$ cat src/rtl/ym3438_op_mod_if.sv
// Slot-step bus for the operator phase-modulation stage: slot-step phase in,
// operator-output write-back, and the registered modulated phase out.
interface ym3438_op_mod_if;
    logic        c2;
    logic        sync;
    logic [9:0]  pg_in;
    logic [2:0]  algorithm;
    logic [2:0]  fb;
    logic        op_wr;
    logic [4:0]  op_wr_slot;
    logic [13:0] op_wr_val;
    logic [9:0]  phase_out;
    logic [4:0]  slot_out;

    modport master (
        output c2, sync, pg_in, algorithm, fb, op_wr, op_wr_slot, op_wr_val,
        input  phase_out, slot_out
    );

    modport slave (
        input  c2, sync, pg_in, algorithm, fb, op_wr, op_wr_slot, op_wr_val,
        output phase_out, slot_out
    );
endinterface

$ cat src/rtl/ym3438_op_mod.sv
// Per-slot phase modulation: adds op1 self-feedback or algorithm-selected
// modulator outputs to the phase, keeping a per-channel operator-output history.

// One channel's operator-output history.
module ym3438_op_mod_ch (
    input  logic        clk,
    input  logic        reset,
    input  logic        wr_op1,
    input  logic        wr_op2,
    input  logic        wr_op3,
    input  logic [13:0] wr_val,
    output logic [13:0] op1_p0,
    output logic [13:0] op1_p1,
    output logic [13:0] op2_l,
    output logic [13:0] op3_l
);
    always_ff @(posedge clk) begin
        if (reset) begin
            op1_p0 <= '0;
            op1_p1 <= '0;
            op2_l  <= '0;
            op3_l  <= '0;
        end else begin
            if (wr_op1) begin
                op1_p1 <= op1_p0;
                op1_p0 <= wr_val;
            end
            if (wr_op2) op2_l <= wr_val;
            if (wr_op3) op3_l <= wr_val;
        end
    end
endmodule

module ym3438_op_mod (
    input  logic               MCLK,
    input  logic               reset,
    ym3438_op_mod_if.slave     bus
);
    localparam int NUM_CH = 6;

    typedef enum logic [1:0] {OP1, OP2, OP3, OP4} op_e;

    // Slot order within a frame is op1, op3, op2, op4 (six channels each).
    function automatic op_e slot_op(input logic [4:0] s);
        if (s < 5'd6)       return OP1;
        else if (s < 5'd12) return OP3;
        else if (s < 5'd18) return OP2;
        else                return OP4;
    endfunction

    function automatic logic [2:0] slot_ch(input logic [4:0] s);
        logic [4:0] t;
        if (s < 5'd6)       t = s;
        else if (s < 5'd12) t = s - 5'd6;
        else if (s < 5'd18) t = s - 5'd12;
        else                t = s - 5'd18;
        return t[2:0];
    endfunction

    logic       step;
    logic [4:0] cnt;
    logic [4:0] cur_slot;
    op_e        cur_op;
    logic [2:0] cur_ch;

    assign step     = bus.c2;
    assign cur_slot = bus.sync ? 5'd0 : cnt;
    assign cur_op   = slot_op(cur_slot);
    assign cur_ch   = slot_ch(cur_slot);

    // Write decode; op4 slots and out-of-range slots select nothing.
    logic       wr_hit;
    op_e        wr_op;
    logic [2:0] wr_ch;

    assign wr_hit = step && bus.op_wr && (bus.op_wr_slot < 5'd24);
    assign wr_op  = slot_op(bus.op_wr_slot);
    assign wr_ch  = slot_ch(bus.op_wr_slot);

    logic [NUM_CH-1:0][13:0] p0_a, p1_a, op2_a, op3_a;

    for (genvar i = 0; i < NUM_CH; i++) begin : g_ch
        logic sel;
        assign sel = wr_hit && (wr_ch == 3'(i));
        ym3438_op_mod_ch u_ch (
            .clk    (MCLK),
            .reset  (reset),
            .wr_op1 (sel && (wr_op == OP1)),
            .wr_op2 (sel && (wr_op == OP2)),
            .wr_op3 (sel && (wr_op == OP3)),
            .wr_val (bus.op_wr_val),
            .op1_p0 (p0_a[i]),
            .op1_p1 (p1_a[i]),
            .op2_l  (op2_a[i]),
            .op3_l  (op3_a[i])
        );
    end

    // Reads see the pre-write registers, so a same-step write is invisible here.
    logic [13:0] r_p0, r_p1, r_op2, r_op3;

    always_comb begin
        r_p0  = '0;
        r_p1  = '0;
        r_op2 = '0;
        r_op3 = '0;
        if (cur_ch < 3'(NUM_CH)) begin
            r_p0  = p0_a[cur_ch];
            r_p1  = p1_a[cur_ch];
            r_op2 = op2_a[cur_ch];
            r_op3 = op3_a[cur_ch];
        end
    end

    logic signed [14:0] e_p0, e_p1, e_op2, e_op3;
    assign e_p0  = {r_p0[13],  r_p0};
    assign e_p1  = {r_p1[13],  r_p1};
    assign e_op2 = {r_op2[13], r_op2};
    assign e_op3 = {r_op3[13], r_op3};

    logic               use_op1, use_op2, use_op3;
    logic signed [14:0] src_sum, fb_sum, mod;
    logic [3:0]         fb_sh;
    logic [9:0]         phase;

    always_comb begin
        use_op1 = 1'b0;
        use_op2 = 1'b0;
        use_op3 = 1'b0;
        case (cur_op)
            OP2: use_op1 = bus.algorithm inside {3'd0, 3'd3, 3'd4, 3'd5, 3'd6};
            OP3: begin
                use_op2 = bus.algorithm inside {3'd0, 3'd1, 3'd2};
                use_op1 = bus.algorithm inside {3'd1, 3'd5};
            end
            OP4: begin
                use_op3 = bus.algorithm inside {3'd0, 3'd1, 3'd2, 3'd3, 3'd4};
                use_op1 = bus.algorithm inside {3'd2, 3'd5};
                use_op2 = bus.algorithm == 3'd3;
            end
            default: ;
        endcase
    end

    always_comb begin
        src_sum = (use_op1 ? e_p0  : 15'sd0)
                + (use_op2 ? e_op2 : 15'sd0)
                + (use_op3 ? e_op3 : 15'sd0);
        fb_sum  = e_p0 + e_p1;
        fb_sh   = 4'd10 - {1'b0, bus.fb};
        if (cur_op == OP1)
            mod = (bus.fb == 3'd0) ? 15'sd0 : (fb_sum >>> fb_sh);
        else
            mod = src_sum >>> 1;
        // Only the low 10 bits matter: the phase wraps modulo 1024.
        phase = bus.pg_in + mod[9:0];
    end

    always_ff @(posedge MCLK) begin
        if (reset) begin
            cnt           <= '0;
            bus.phase_out <= '0;
            bus.slot_out  <= '0;
        end else if (step) begin
            cnt           <= (cur_slot == 5'd23) ? 5'd0 : cur_slot + 5'd1;
            bus.phase_out <= phase;
            bus.slot_out  <= cur_slot;
        end
    end
endmodule

$ cat src/flat_wrapper.sv
// flat-port wrapper written by rule: the top's interface ports become plain ports
module ym3438_op_mod_flat 
  (MCLK, reset, bus_c2, bus_sync, bus_pg_in, bus_algorithm, bus_fb, bus_op_wr, bus_op_wr_slot, bus_op_wr_val, bus_phase_out, bus_slot_out);
  ym3438_op_mod_if bus_i ();
  input  logic MCLK;
  input  logic reset;
  input wire logic [$bits(bus_i.c2)-1:0] bus_c2;
  input wire logic [$bits(bus_i.sync)-1:0] bus_sync;
  input wire logic [$bits(bus_i.pg_in)-1:0] bus_pg_in;
  input wire logic [$bits(bus_i.algorithm)-1:0] bus_algorithm;
  input wire logic [$bits(bus_i.fb)-1:0] bus_fb;
  input wire logic [$bits(bus_i.op_wr)-1:0] bus_op_wr;
  input wire logic [$bits(bus_i.op_wr_slot)-1:0] bus_op_wr_slot;
  input wire logic [$bits(bus_i.op_wr_val)-1:0] bus_op_wr_val;
  output wire logic [$bits(bus_i.phase_out)-1:0] bus_phase_out;
  output wire logic [$bits(bus_i.slot_out)-1:0] bus_slot_out;
  assign bus_i.c2 = bus_c2;
  assign bus_i.sync = bus_sync;
  assign bus_i.pg_in = bus_pg_in;
  assign bus_i.algorithm = bus_algorithm;
  assign bus_i.fb = bus_fb;
  assign bus_i.op_wr = bus_op_wr;
  assign bus_i.op_wr_slot = bus_op_wr_slot;
  assign bus_i.op_wr_val = bus_op_wr_val;
  assign bus_phase_out = bus_i.phase_out;
  assign bus_slot_out = bus_i.slot_out;
  ym3438_op_mod u_core (.MCLK(MCLK), .reset(reset), .bus(bus_i));
endmodule
$ cat config.mk
export PLATFORM = sky130hd
export DESIGN_NAME = ym3438_op_mod_flat
export DESIGN_NICKNAME = d
export VERILOG_FILES = /design/src/rtl/ym3438_op_mod_if.sv /design/src/rtl/ym3438_op_mod.sv /design/src/flat_wrapper.sv
export SDC_FILE = /design/constraint.sdc
export NUM_CORES = 1
export LEC_CHECK = 0
export CAP_MARGIN = 20
export CELL_PAD_IN_SITES_DETAIL_PLACEMENT = 1
export CELL_PAD_IN_SITES_GLOBAL_PLACEMENT = 1
export CORE_ASPECT_RATIO = 1.5
export CORE_UTILIZATION = 48
export CTS_CLUSTER_DIAMETER = 80
export DETAILED_ROUTE_END_ITERATION = 6
export GPL_TIMING_DRIVEN = 0
export HOLD_SLACK_MARGIN = 0.03
export PLACE_DENSITY = 0.83
export SLEW_MARGIN = 20
export SYNTH_ARGS = -nofsm -noshare
export SYNTH_HDL_FRONTEND = slang
export SYNTH_SLANG_ARGS = --single-unit
$ cat constraint.sdc
create_clock -name MCLK -period 11.75 [get_ports MCLK]
set_clock_uncertainty 0.05 [all_clocks]
set_input_delay 2.35 -clock MCLK [delete_from_list [all_inputs] [get_ports MCLK]]
set_output_delay 2.35 -clock MCLK [all_outputs]
set_load 0.02 [all_outputs]
==> results of run 1 <==
-- cell usage after synthesis, drive strengths merged, types with 3 or more instances --
master and number:
nor3 16, ha 40, fa 12, a221oi 3, nand2 277, nand2b 12, mux2 3, clkbuf 115
inv 40, nor2b 13, nand3 17, xor2 10, o221ai 4, o211ai 3, xnor2 20, or3 5
buf 26, mux2i 283, o21ai 77, and3 8, a21o 15, mux4 53, dfxtp 320, a2111oi 3
o311ai 3, and2 8, o21bai 5, or2 4, a21oi 131, a31oi 4, a211oi 14, nor2 272
-- flip-flops by register name, indices dropped and copies added (netlist names) --
register / flops
u_core.g_ch.u_ch.op3_l: 66
u_core.bus.phase_out: 10
u_core.cnt: 5
u_core.g_ch.u_ch.op1_p1: 84
u_core.g_ch.u_ch.op1_p0: 84
u_core.bus.slot_out: 5
u_core.g_ch.u_ch.op2_l: 66
-- through the flow --
step / instance area, um2 / worst slack (ps) / utilization / hold slack (ps)
after global placement: 17500 / -1120 / 0.520 / 390
after CTS: 18700 / 20.4 / 0.555 / 408
after floorplan: 16600 / 1850 / - / 383
final: 18800 / 217 / 0.558 / 408
after global routing: 18800 / -51.0 / 0.558 / 427
after detailed placement: 17500 / -1320 / 0.520 / 399
-- worst max-delay path, cell delays in order --
cell	delay [ps]
clkdlybuf4s50_1	560
nor2b_1	170
clkbuf_1	450
clkdlybuf4s15_2	540
clkbuf_2	440
clkbuf_1	930
mux2i_1	190
o21ai_0	700
ha_1	430
and3_1	210
and3_1	210
a211oi_1	610
o21ai_0	200
xor2_1	210
mux2i_1	300
o21ai_0	210
o211ai_1	220
o21ai_0	180
a22o_1	300
ha_1	300
a21oi_1	220
o21ai_0	170
a2111oi_0	520
or3_1	220
o211ai_1	210
or4b_1	600
o2111ai_1	140
o41ai_2	110
-- layer usage --
layer  vias up  global-route usage
li1       6558                   -
met1      7476               0.396
met2       596               0.615
met3       206              0.0422
met4         0               0.245
met5         -                   0
-- report_power, final --
group	switching, mW	total, mW	internal, mW
logic	0.149	0.220	0.0707
registers	0.00442	1.10	1.09
clock network	0.457	1.12	0.663
-- kinds of logic (layout without fill, tap and decap cells) --
logic type	after synthesis	after routing	synth area share
xor+xnor	31	31	0.0172
mux	339	339	0.245
compound gates	287	287	0.103
fa+ha+maj	52	52	0.0447
simple gates	646	646	0.161
flops	320	320	0.387
buf+inv	182	284	0.0422
-- worst paths after layout --
check / to / slack [ps] / depth (start not counted)
min: u_core.g_ch[1].u_ch.op1_p1[4] / 410 / 2
max: u_core.bus.phase_out[9] / 220 / 28
min reg2reg: u_core.g_ch[1].u_ch.op1_p1[4] / 410 / 2
max reg2reg: u_core.bus.phase_out[9] / 2190 / 27
-- repair_timing --
action | in CTS | in global routing
pin swaps | 1 | 1
setup endpoints to repair | 4 | 3
buffers inserted | 1 | 3
resized for setup | 14 | 9
-- layout make-up --
class,instances,area [um2]
clock buffers,39,886
plain buffers,141,581
fillers,3910,14900
multi-input cells,1355,9520
repair buffers,46,448
clock inverters,17,249
well taps,420,526
flip-flops and latches,320,6410
inverters,41,154
==> run_results.csv, run 1 <==
group,metric,value,unit
yosys,synthArstFlopShare,0,
placed_design,gp_congestion,0.959,
status,status,"finished, final reports clean",
timing,hold_violations,0,
cells_and_area,fin_nets,2027,
routing,met3_length,3.49,mm
timing,finalCriticalPeriod,11530,ps
timing,maxSlewHeadroom,0.199,
routing,vias,14800,
routing,drc,0,
cells_and_area,stdcell_count,2379,
yosys,synth_edf_count,0,
yosys,ys_seq_area_frac,0.387,
cts,clk_pin_slew,70,ps
yosys,synth_seq_cells,320,
die,start_util,0.492,
cells_and_area,final_common_cell,"dfxtp_1",
timing,finalCritPeriodShare,0.982,
yosys,syn_avg_cell_area,8.92,um2
cts,cts_tree,"yes",
cts,max-clock-path-buffers,3,
die,die-area,35300,um2
cells_and_area,layout-drive-gt1-share,0.0807,
setup_path,crit_arrival,11930,ps
routing,top_layer,"met4",
setup_path,rr_startpoint,"u_core.cnt[0]",
routing,antenna_left,0,
setup_path,critPathKind,"input pin to flop",
power,power,2.44,mW
timing,timing.fmax,86.7,MHz
yosys,synthFlopType,"dfxtp_1",
cells_and_area,diodes,0,
hold_path,hp-class,"flop to flop",
power,ir_worst_vdd,0.118,mV
hold_path,holdCritStartpoint,"u_core.g_ch[1].u_ch.op1_p1[4]",
routing,routed_wl,62.1,mm
setup_path,cp-end-kind,"flop",
yosys,synth_top_area_share,0.387,
grt,grt_pass1_vias,15900,
timing,setup_violations,0,
yosys,synth_top_area_cell,"dfxtp_1",
timing,worstMarginPinSlew,1200,ps
placed_design,dp.cells,2319,
die,coreArea,33700,um2
routing,drt-met1-wl,23.3,mm
cells_and_area,mostFrequentLayoutCells,"dfxtp_1, mux2i_1, nand2_1",
die,chipHeight,229,um
grt,grt-ovfl-total,0,
timing,setup_tns,0,ps
power,p_leak,7.37,nW
yosys,yosys_warnings,0,
timing,finalMaxSlewViolations,0,
yosys,syn_nets,1949,
yosys,synthCells,1857,
grt,antenna_found_initial,0,
cells_and_area,synthToLayoutAreaGrowth,13.3,%
flow_run,cap_violations,0,
routing,via_per_inst,6.24,
yosys,syn_area,16600,um2
cts,ctsHoldBuffers,0,
setup_path,crit_fanout,10,
setup_path,startpoint,"bus_sync",
grt,grt_usage,0.351,
grt,grt_max_degree,16,
die,rows,82,
placed_design,place_hpwl,43.9,mm
yosys,synth.area.top_cells,"dfxtp_1, mux2i_1, mux4_2",
grt,grt_pass1_wl,93.6,mm
placed_design,io_buffer_count,41,
cts,htree_levels,1,
cts,cts_buffers,30,
power,power_density,130,nW/um2
die,die_w,154,um
routing,drt_iter0_drc,1135,
cts,root_buffer,"clkbuf_16",
setup_path,setup.worst_path.start_class,"input pin",
setup_path,critPathRequiredTime,12140,ps
yosys,synth_cell_types,68,
die,pin_count,55,
cts,clk_latency,580,ps
routing,route.detailed.wl_per_inst,26.1,um
routing,wl_met2,30.6,mm
cts,cts_sinks,320,
routing,first_pass_iters,7,
(Power assumes the default switching activity.)
==> run 2, diff against run 1 <==
Settings changed: PLACE_DENSITY 0.83 to default, PLACE_DENSITY_LB_ADDON from default to 0.12.
==> run_results.csv, run 2 (synthesis results as in run 1) <==
group,metric,value,unit
status,status,"finished, final reports clean",
die,die_w,154,um
timing,finalCriticalPeriod,11280,ps
setup_path,cp-end-kind,"flop",
cells_and_area,fin_nets,2027,
placed_design,place_area,17500,um2
routing,route.detailed.wl_per_inst,25.4,um
flow_run,cap_violations,0,
timing,worstMarginPinSlew,1110,ps
setup_path,cp_common_cell,"o21ai_0",
timing,rsz0062_at_grt,"false",
grt,antenna_found_initial,0,
routing,drc,0,
cells_and_area,layout-drive-gt1-share,0.0782,
die,die-area,35300,um2
setup_path,slowest_stage,"clkdlybuf4s15_1",
placed_design,pre_cts_ws,-1440,ps
setup_path,crit_fanout,10,
power,pwr-share-seq,0.469,
timing,maxSlewHeadroom,0.263,
placed_design,gp_congestion,0.906,
cells_and_area,stdcell_count,2377,
power,p_comb_frac,0.093,
routing,first_pass_iters,5,
cts,cts_tree,"yes",
timing,finalCritPeriodShare,0.960,
power,netSwitchingFraction,0.260,
power,p_switching,0.608,mW
cts,clk_latency,580,ps
die,rows,82,
cts,max-clock-path-buffers,3,
die,chipHeight,229,um
setup_path,setup.worst_path.start_class,"input pin",
cells_and_area,fill_cells,3940,
setup_path,crit_arrival,11720,ps
timing,timing.fmax,88.6,MHz
timing,finalMaxSlewViolations,0,
routing,drt_iter0_drc,1000,
cells_and_area,diodes,0,
setup_path,critPathMaxStageDelay,730,ps
hold_path,hp-class,"flop to flop",
placed_design,dp.cells,2321,
cells_and_area,post-route-cell-area,18600,um2
timing,setup_violations,0,
power,clkPwrFrac,0.438,
timing,hold_ws,408,ps
grt,grt_usage,0.344,
setup_path,critPathRequiredTime,12190,ps
cells_and_area,largest_registers,"u_core.g_ch.u_ch.op1_p0 x84, u_core.g_ch.u_ch.op1_p1 x84",
grt,grt_pass1_vias,15100,
routing,vias,14400,
cells_and_area,utilization,0.554,
cts,htree_levels,1,
placed_design,io_buffer_count,41,
power,power_density,125,nW/um2
grt,grt-ovfl-total,0,
cts,ctsHoldBuffers,0,
routing,antenna_left,0,
cells_and_area,synthToLayoutAreaGrowth,12.6,%
grt,grt_max_degree,15,
cts,root_buffer,"clkbuf_16",
die,coreArea,33700,um2
cts,clk_pin_slew,70,ps
timing,setup_tns,0,ps
cells_and_area,final_common_cell,"dfxtp_1",
grt,grt_pass1_wl,90.8,mm
power,ir_worst_vdd,0.114,mV
cts,cts_sinks,320,
setup_path,critPathKind,"input pin to flop",
cells_and_area,mostFrequentLayoutCells,"dfxtp_1, mux2i_1, nand2_1",
placed_design,place_hpwl,43.9,mm
routing,via_per_inst,6.08,
power,p_leak,7.31,nW
die,pin_count,55,
cts,cts_buffers,31,
power,power,2.34,mW
timing,setup_slack,469,ps
timing,hold_violations,0,
power,internal_power,1.73,mW
routing,routed_wl,60.3,mm
die,start_util,0.492,
==> run 2: final cells by class <==
type,count,area [um2],share of cell area
well taps,420,526,0.0282
repair buffers,46,448,0.0240
inverters,41,154,0.00826
multi-input cells,1355,9520,0.511
flip-flops and latches,320,6410,0.344
plain buffers,140,582,0.0312
clock inverters,12,128,0.00685
clock buffers,43,881,0.0472
==> run 2: metal layers <==
| layer | vias up | global-route usage | part of all wire |
|---|---|---|---|
| met5 | - | 0 | 0 |
| met3 | 135 | 0.0430 | 0.055 |
| met4 | 0 | 0.165 | 0.052 |
| met1 | 7274 | 0.406 | 0.40 |
| met2 | 483 | 0.612 | 0.50 |
| li1 | 6553 | - | - |
==> run 2: final timing paths <==
kind	to	cells past startpoint	slack [ps]	start
setup / recovery	u_core.bus.phase_out[9]	32	470	bus_sync
hold reg to reg	u_core.g_ch[5].u_ch.op1_p1[12]	2	410	u_core.g_ch[5].u_ch.op1_p1[12]
hold / removal	u_core.g_ch[5].u_ch.op1_p1[12]	2	410	u_core.g_ch[5].u_ch.op1_p1[12]
setup reg to reg	u_core.bus.phase_out[9]	31	2430	u_core.cnt[0]
==> run 2: worst max-delay path: cells and delay by family <==
kind                     cells  cell delay [ps]
adder cells (fa/ha/maj)      3              960
multiplexers                 3              750
AND/OR/NAND/NOR              5              860
AO/OA/AOI/OAI               16             3830
buffers and inverters        5             2940
==> run 2: timing repair <==
action                                  CTS  global route
resized for setup                        17            18
setup buffers                             1             0
cloned                                    0             0
pin swaps                                 1             0
endpoints found under the setup margin    5             3
==> run 2: power groups by stage <==
stage	registers (mW)	logic, mW	clock network [mW]
detailed placement	1.12	0.213	0
global placement	1.12	0.208	0
global route	1.10	0.229	1.07
CTS	1.10	0.214	1.03
floorplan	1.13	0.117	0
finish	1.10	0.218	1.02
==> run 3, diff against run 2 <==
Settings changed: CORE_MARGIN from default to 2.
==> run_results.csv, run 3 (synthesis results as in run 1) <==
group,metric,value,unit
grt,grt_usage,0.340,
timing,worstMarginPinSlew,1170,ps
routing,route.detailed.wl_per_inst,25.7,um
cts,cts_buffers,34,
placed_design,gp_congestion,0.898,
routing,routed_wl,61.3,mm
cells_and_area,fill_cells,3948,
die,rows,83,
setup_path,cp_top_family,"compound AO/OA/AOI/OAI gates",
timing,finalCriticalPeriod,11280,ps
grt,grt-ovfl-total,0,
die,coreArea,34200,um2
cts,clk_latency,540,ps
cts,cts_tree,"yes",
grt,grt_max_degree,15,
grt,grt_pass1_vias,15200,
die,start_util,0.485,
routing,first_pass_iters,5,
cts,clk_pin_slew,60,ps
setup_path,cp_num_buf_inv,5,
setup_path,critPathKind,"input pin to flop",
routing,drc,0,
routing,drt_iter0_drc,939,
placed_design,io_buffer_count,41,
placed_design,place_area,17500,um2
timing,hold_violations,0,
cells_and_area,layout-drive-gt1-share,0.0830,
timing,setup_slack,471,ps
cells_and_area,largest_registers,"u_core.g_ch.u_ch.op1_p0 x84, u_core.g_ch.u_ch.op1_p1 x84",
cts,htree_levels,2,
cts,cts_sinks,320,
setup_path,critPathMaxStageDelay,650,ps
routing,via_per_inst,6.05,
cts,root_buffer,"clkbuf_16",
cells_and_area,mostFrequentLayoutCells,"dfxtp_1, mux2i_1, nand2_1",
cells_and_area,post-route-cell-area,18900,um2
timing,maxSlewHeadroom,0.219,
cts,ctsHoldBuffers,0,
cells_and_area,fin_nets,2030,
die,pin_count,55,
power,p_leak,7.41,nW
cts,max-clock-path-buffers,3,
timing,hold_ws,408,ps
cells_and_area,diodes,0,
routing,vias,14500,
grt,grt_pass1_wl,91.7,mm
die,die-area,36000,um2
setup_path,reg2reg_slack,2610,ps
power,ir_worst_vdd,0.131,mV
timing,finalMaxSlewViolations,0,
timing,setup_tns,0,ps
cells_and_area,utilization,0.552,
flow_run,cap_violations,0,
status,status,"finished, final reports clean",
routing,antenna_left,0,
timing,setup_violations,0,
setup_path,crit_fanout,10,
timing,timing.fmax,88.7,MHz
setup_path,critPathRequiredTime,12090,ps
setup_path,cp_common_cell,"o21ai_0",
cells_and_area,synthToLayoutAreaGrowth,13.9,%
setup_path,slowest_stage,"clkdlybuf4s50_1",
setup_path,crit_arrival,11620,ps
setup_path,setup.worst_path.start_class,"input pin",
die,die_w,156,um
cells_and_area,final_common_cell,"dfxtp_1",
timing,finalCritPeriodShare,0.960,
die,chipHeight,231,um
placed_design,place_hpwl,43.9,mm
setup_path,cp-end-kind,"flop",
grt,antenna_found_initial,0,
placed_design,pre_cts_ws,-1400,ps
hold_path,hp-class,"flop to flop",
power,power_density,131,nW/um2
## run 3: cell types whose count changed in the layout (fill, tap and decap cells not counted), moves of 2 or more
cell / delta
clkinvlp_4: -3
clkbuf_16: +6
clkbuf_8: +2
inv_6: +2
## run 3: path summary, 6_finish.rpt
check                                      from                            end  cells after the start
hold reg to reg   u_core.g_ch[5].u_ch.op1_p1[8]  u_core.g_ch[5].u_ch.op1_p1[8]                      2
setup reg to reg                  u_core.cnt[0]        u_core.bus.phase_out[9]                     30
setup / recovery                       bus_sync        u_core.bus.phase_out[9]                     34
hold / removal    u_core.g_ch[5].u_ch.op1_p1[8]  u_core.g_ch[5].u_ch.op1_p1[8]                      2
## run 3: final cells by class
type,instances,area [um2],share of cell area
buffer,140,574,0.0305
tap,425,532,0.0282
clock buffer,50,1050,0.0560
inverter,41,154,0.00816
sequential,320,6410,0.340
clock inverter,11,138,0.00730
timing repair buffer,46,460,0.0244
multi-input combinational,1355,9530,0.506
## run 3: per-stage QoR
| stage | cells | power (mW) |
|---|---|---|
| global placement | 2323 | 1.33 |
| CTS | 2389 | 2.48 |
| finish | 2388 | 2.47 |
| floorplan | 1857 | 1.24 |
| detailed placement | 2326 | 1.33 |
| global route | 2388 | 2.53 |
## run 3: worst register-to-register path, delay by kind of cell, from the launching register on
kind | cells | cell delay, ps
compound gates | 17 | 3840
flops | 1 | 390
simple gates | 3 | 850
fa+ha+maj | 3 | 950
buf+inv | 5 | 2430
mux | 2 | 480
## run 3: power breakdown
group / internal (mW) / switching, mW / total [mW]
Clock: 0.691 / 0.467 / 1.16
Sequential: 1.09 / 0.00427 / 1.10
Combinational: 0.0701 / 0.148 / 0.218
Total: 1.85 / 0.620 / 2.47
## run 3: layer usage
metal / GRT usage / part of all wire / vias up / wire (um)
li1: - / - / 6565 / -
met1: 0.398 / 0.39 / 7302 / 24000
met2: 0.592 / 0.50 / 420 / 30500
met3: 0.0469 / 0.048 / 172 / 2930
met4: 0.199 / 0.064 / 0 / 3940
met5: 0 / 0 / - / 0
## run 3: timing repair
item                       in CTS  in global routing
setup endpoints to repair       5                  3
gates resized for setup        17                 17
pin swaps                       1                  0
buffers inserted                2                  0
cloned                          0                  0
==> variant 1, RTL diff (config.mk and constraints of run 2) <==
Make the reset (`reset`) asynchronous in 2 clocked blocks.
--- a/src/rtl/ym3438_op_mod.sv
+++ b/src/rtl/ym3438_op_mod.sv
@@ -16,3 +16,3 @@
 );
-    always_ff @(posedge clk) begin
+    always_ff @(posedge clk or posedge reset) begin
         if (reset) begin
@@ -158,3 +158,3 @@
 
-    always_ff @(posedge MCLK) begin
+    always_ff @(posedge MCLK or posedge reset) begin
         if (reset) begin
Behaviour: differs if reset is asserted again (counterexample within 4 cycles, from zero or initial values and one cycle with reset high); with reset held inactive, the same outputs for 4 cycles.
==> variant 1 against run 2 <==
  * Routed wire length is 0.75% lower
  * Fmax hardly changed
  * Sequential cell count did not move
  * Critical path depth unchanged
  * Synthesized area grew 9.6%
  * Die area is 9.5% higher
  * Final area grew 11%
  * Setup slack gained 0.0060 ns
  * Worst hold slack improved by 0.048 ns
  * Non-clock buffer count fell by 22
  * Synthesized cell count fell by 13%
  * First-iteration DRC count fell by 13%
  * Highest routed layer unchanged
Power is not compared: it rests on default switching activity, and its combinational part moved more than twofold at a synthesized area within 25%.
==> variant 1: results (changes against run 2) <==
status: "finished, final reports clean"  # unchanged
grt_usage_pct: 32.0  # was 34.4%
cpLargestDelayFamily: "compound AO/OA/AOI/OAI gates"  # unchanged
reg2reg_depth: 40  # was 31
synth_mux_area_share_pct: 26.2  # was 24.5%
maxSlewHeadroom_pct: 23.1  # was 26.3%
synth_xor_area_share_pct: 2.01  # was 1.72%
via_per_inst: 6.18  # was 6.08
slowest_delay_ns: 0.61  # was 0.73 ns
critPathCapture: "u_core.bus.phase_out[9]$_DFFE_PP0P_"  # was u_core.bus.phase_out[9]$_SDFFE_PP0P_
drtIter0Drc: 873  # was 1,000
grt_pass1_wl_um: 92400  # was 90,800 um
r2r_slack_ns: 2.53  # was 2.43 ns
place_congestion: 0.927  # was 0.906
grt_max_degree: 92  # was 15
h-tree-depth: 2  # was 1
yosysSeqAreaShare_pct: 44.1  # was 38.7%
synthAdderAreaFrac_pct: 4.12  # was 4.47%
worstPathArrival_ns: 11.62  # was 11.72 ns
min_to: "u_core.g_ch[5].u_ch.op2_l[8]$_DFFE_PP0P_"  # was u_core.g_ch[5].u_ch.op1_p1[12]$_SDFFE_PP0P_
insertion_delay_ns: 0.53  # was 0.58 ns
grt_pass1_vias: 15100  # about the same
cts_buffers: 34  # was 31
dp_hpwl_um: 43400  # was 43,900 um
async_flop_share_pct: 100  # was 0%
r2r_start: "u_core.cnt[2]$_DFFE_PP0P_"  # was u_core.cnt[0]$_SDFFE_PP0P_
placed_area_um2: 19400  # was 17,500 um2
syn_nets: 1714  # was 1,949
synth_compound_area_share_pct: 10.2  # was 10.3%
hold_class: "reg -> reg"  # unchanged
synth_common_cells: "dfrtp_1, mux2_2, nand2_1"  # was dfxtp_1, mux2i_1, nand2_1
io_buffer_count: 52  # was 41
drt-total-wl_um: 59800  # was 60,300 um
whs_ns: 0.456  # was 0.408 ns
yosys-top-cells-area: "dfrtp_1, mux2_2, nand2_1, mux4_2, mux2i_1"  # was dfxtp_1, mux2i_1, mux4_2, nand2_1, nor2_1
slowest_stage: "o311ai_1"  # was clkdlybuf4s15_1
final_nets: 1808  # was 2,027
drive_gt1_share_pct: 27.5  # was 7.82%
synth.distinct_cells: 92  # was 68
hp-start: "u_core.g_ch[5].u_ch.op2_l[8]$_DFFE_PP0P_"  # was u_core.g_ch[5].u_ch.op1_p1[12]$_SDFFE_PP0P_
holdPathStages: 1  # was 2
## variant 1: cell count changes after synthesis, moves of 20 or more
| cell | run 2 | this run |
|---|---|---|
| clkbuf_1 | 115 | 72 |
| a21oi_1 | 131 | 57 |
| dfxtp_1 | 320 | 0 |
| mux2_2 | 3 | 314 |
| mux2i_1 | 283 | 52 |
| o31ai_1 | 2 | 29 |
| nor2_1 | 271 | 48 |
| nand3_1 | 17 | 52 |
| mux4_2 | 53 | 31 |
| nand2_1 | 277 | 188 |
| o21ai_0 | 77 | 47 |
| dfrtp_1 | 0 | 320 |
| a31oi_1 | 4 | 24 |
## variant 1: through the flow
stage / power, uW / setup WS [ns] / std cells
finish: 3080 / 0.475 / 2221
global route: 3210 / -0.0173 / 2221
CTS: 3090 / 0.00258 / 2220
detailed placement: 2010 / -1.31 / 2164
global placement: 1980 / -3.46 / 2159
floorplan: 1750 / 0.494 / 1623
## variant 1: repair_timing
item | in CTS | in global routing
setup buffers | 0 | 1
endpoints found under the setup margin | 1 | 1
pin swaps | 0 | 1
hold buffers | 0 | 0
gates resized for setup | 20 | 39
## variant 1: layout make-up
type                            count  area [um2]
Timing Repair Buffer               58         626
Fill cell                        3924       16400
Tap cell                          484         606
Multi-Input combinational cell   1150        9670
Sequential cell                   320        8010
Clock buffer                       48         965
Inverter                           47         186
Buffer                            106         464
Clock inverter                      8         105
## variant 1: routing by layer
layer	vias to the layer above	track usage, %	share of wire (%)
li1	6077	-	-
met3	129	2.92	3.3
met1	7203	38.4	39
met5	-	0	0
met4	0	16.2	5.2
met2	309	57.2	52
## variant 1: power breakdown
group / switching, uW / internal [uW]
registers: 78.7 / 1220
clock network: 452 / 617
logic: 420 / 295
total: 952 / 2130
==> variant 2, RTL diff (settings of run 2) <==
Without the edit above. `NUM_CH`: 6 -> 5.
--- a/src/rtl/ym3438_op_mod.sv
+++ b/src/rtl/ym3438_op_mod.sv
@@ -38,3 +38,3 @@
 );
-    localparam int NUM_CH = 6;
+    localparam int NUM_CH = 5;
 
Behaviour: not the same (Yosys sat finds a counterexample within 10 cycles, from zero or initial values and one cycle with reset high).
==> variant 2 against run 2 <==
  * Register-to-register slack better by 0.25 ns
  * Highest routed layer unchanged
  * Setup slack lost 0.048 ns
  * Largest cell class unchanged
  * Routed wire length is 12% lower
  * Final area is 10% lower
  * Synthesized cell count decreased by 7.6%
  * Core utilization increased by 0.056 points
  * Sequential cell count fell by 50
  * Synthesized area is 11% lower
  * Global-route usage is 0.61 points lower
  * Count of clock-buffer cells in the layout decreased by 4
  * Power is 10% lower
==> variant 2: results (changes against run 2) <==
yosysWarnings: 0  # unchanged
yosys-top-cells-area: "dfxtp_1, mux2i_1, nand2_1, mux4_2, a21oi_1"  # was dfxtp_1, mux2i_1, mux4_2, nand2_1, nor2_1
status: "finished, final reports clean"  # unchanged
drtIter0Drc: 782  # was 1,000
worst_pin_slew_ns: 1.25  # was 1.11 ns
clockBufferDepth: 3  # unchanged
grtUsageMet3_pct: 3.94  # was 4.30%
antenna_found_initial: 0  # unchanged
io_buffer_count: 51  # was 41
diodes: 0  # unchanged
reg.largest.list: "u_core.g_ch.u_ch.op1_p0 x70, u_core.g_ch.u_ch.op1_p1 x70"  # was u_core.g_ch.u_ch.op1_p0 x84, u_core.g_ch.u_ch.op1_p1 x84
p_leak_uw: 0.00624  # was 0.00731 uW
grt_pass1_vias: 14100  # was 15,100
cts_setup_buffers: 0  # was 1
grt.met1_usage_pct: 38.3  # was 40.6%
reg2reg_depth: 33  # was 31
insertion_delay_ns: 0.56  # was 0.58 ns
drive_gt1_share_pct: 8.15  # was 7.82%
cpLargestDelayFamily: "compound AO/OA/AOI/OAI gates"  # unchanged
vdd_drop_max_mv: 0.113  # was 0.114 mV
grt_max_degree: 14  # was 15
place_congestion: 0.886  # was 0.906
grt_pass1_wl_um: 81000  # was 90,800 um
syn_nets: 1808  # was 1,949
wl_per_cell_um: 24.0  # was 25.4 um
cts_root_buffer: "clkbuf_16"  # unchanged
h-tree-depth: 1  # unchanged
grt_usage_pct: 33.7  # was 34.4%
synth_common_cells: "nand2_1, dfxtp_1, nor2_1"  # was dfxtp_1, mux2i_1, nand2_1
clk_pin_slew_worst_paths_ns: 0.07  # about the same
final_nets: 1890  # was 2,027
synth.distinct_cells: 84  # was 68
worstPathArrival_ns: 11.68  # was 11.72 ns
dp_hpwl_um: 38900  # was 43,900 um
cts_buffers: 28  # was 31
place_ws_ns: -0.556  # was -1.44 ns
crit_fanout: 10  # unchanged
yosysSeqAreaShare_pct: 36.6  # was 38.7%
hold_class: "reg -> reg"  # unchanged
slowest_delay_ns: 0.84  # was 0.73 ns
holdPathStages: 2  # unchanged
synth_flop_cell: "dfxtp_1"  # unchanged
crit_start: "bus_sync"  # unchanged
via_per_inst: 6.06  # was 6.08
hp-start: "u_core.g_ch[1].u_ch.op1_p1[13]$_SDFFE_PP0P_"  # was u_core.g_ch[5].u_ch.op1_p1[12]$_SDFFE_PP0P_
grtUsageMet2_pct: 61.1  # was 61.2%
slowest_stage: "buf_1"  # was clkdlybuf4s15_1
internal-power_uw: 1570  # was 1730 uW
r2r_start: "u_core.cnt[2]$_SDFFE_PP0P_"  # was u_core.cnt[0]$_SDFFE_PP0P_
async_flop_share_pct: 0  # unchanged
drtPass1Iterations: 5  # unchanged
placed_area_um2: 15800  # was 17,500 um2
variant 2: layout make-up:
cell class | count | area (um2)
fillers | 3630 | 13500
multi-input cells | 1282 | 8730
flip-flops and latches | 270 | 5410
clock buffers | 39 | 833
repair buffers | 52 | 518
well taps | 400 | 500
plain buffers | 119 | 472
inverters | 45 | 169
clock inverters | 9 | 153
variant 2: final timing paths:
check                                                     end  slack [ns]
setup / recovery         u_core.bus.phase_out[9]$_SDFFE_PP0P_        0.42
hold / removal    u_core.g_ch[1].u_ch.op1_p1[13]$_SDFFE_PP0P_        0.41
setup reg to reg         u_core.bus.phase_out[9]$_SDFFE_PP0P_        2.68
hold reg to reg   u_core.g_ch[1].u_ch.op1_p1[13]$_SDFFE_PP0P_        0.41
variant 2: metal layers:
layer	wire (um)	share of wire [%]
met2	26900	51
met5	0	0
met3	2300	4.3
met1	20800	39
met4	3150	5.9
variant 2: logic make-up (layout without fill, tap and decap cells):
family | count (synthesis) | in the layout | share of synthesized area (%)
fa+ha+maj | 52 | 52 | 5.02
xor+xnor | 51 | 51 | 3.17
simple gates | 639 | 639 | 18.1
flops | 270 | 270 | 36.6
compound gates | 351 | 351 | 15.6
mux | 189 | 189 | 17.2
buf+inv | 164 | 264 | 4.29
variant 2: worst min-delay path: cells and delay by family, from the launching register on:
family | cells | cell delay (ns)
flip-flops | 1 | 0.31
AO/OA/AOI/OAI | 1 | 0.05
AND/OR/NAND/NOR | 1 | 0.05
variant 2: stage by stage:
step,instances,utilization [%],power [uW],TNS [ns]
6_report,2216,55.5,2090,0
5_1_grt,2216,55.5,2150,0
4_1_cts,2216,55.4,2100,0
3_5_place_dp,2168,52.2,1150,-0.565
3_3_place_gp,2167,52.1,1140,-0.334
2_1_floorplan,1716,-,1060,0
variant 2: power groups by stage:
stage / clock [uW] / combinational, uW / sequential [uW]
after floorplan: 0 / 112 / 951
after global placement: 0 / 194 / 946
after detailed placement: 0 / 198 / 947
after CTS: 971 / 200 / 926
after global routing: 1010 / 214 / 927
final: 965 / 201 / 926
variant 2: repair_timing:
item,4_1_cts,5_1_grt
endpoints found under the setup margin,1,1
gates resized for setup,1,6
cloned,0,0
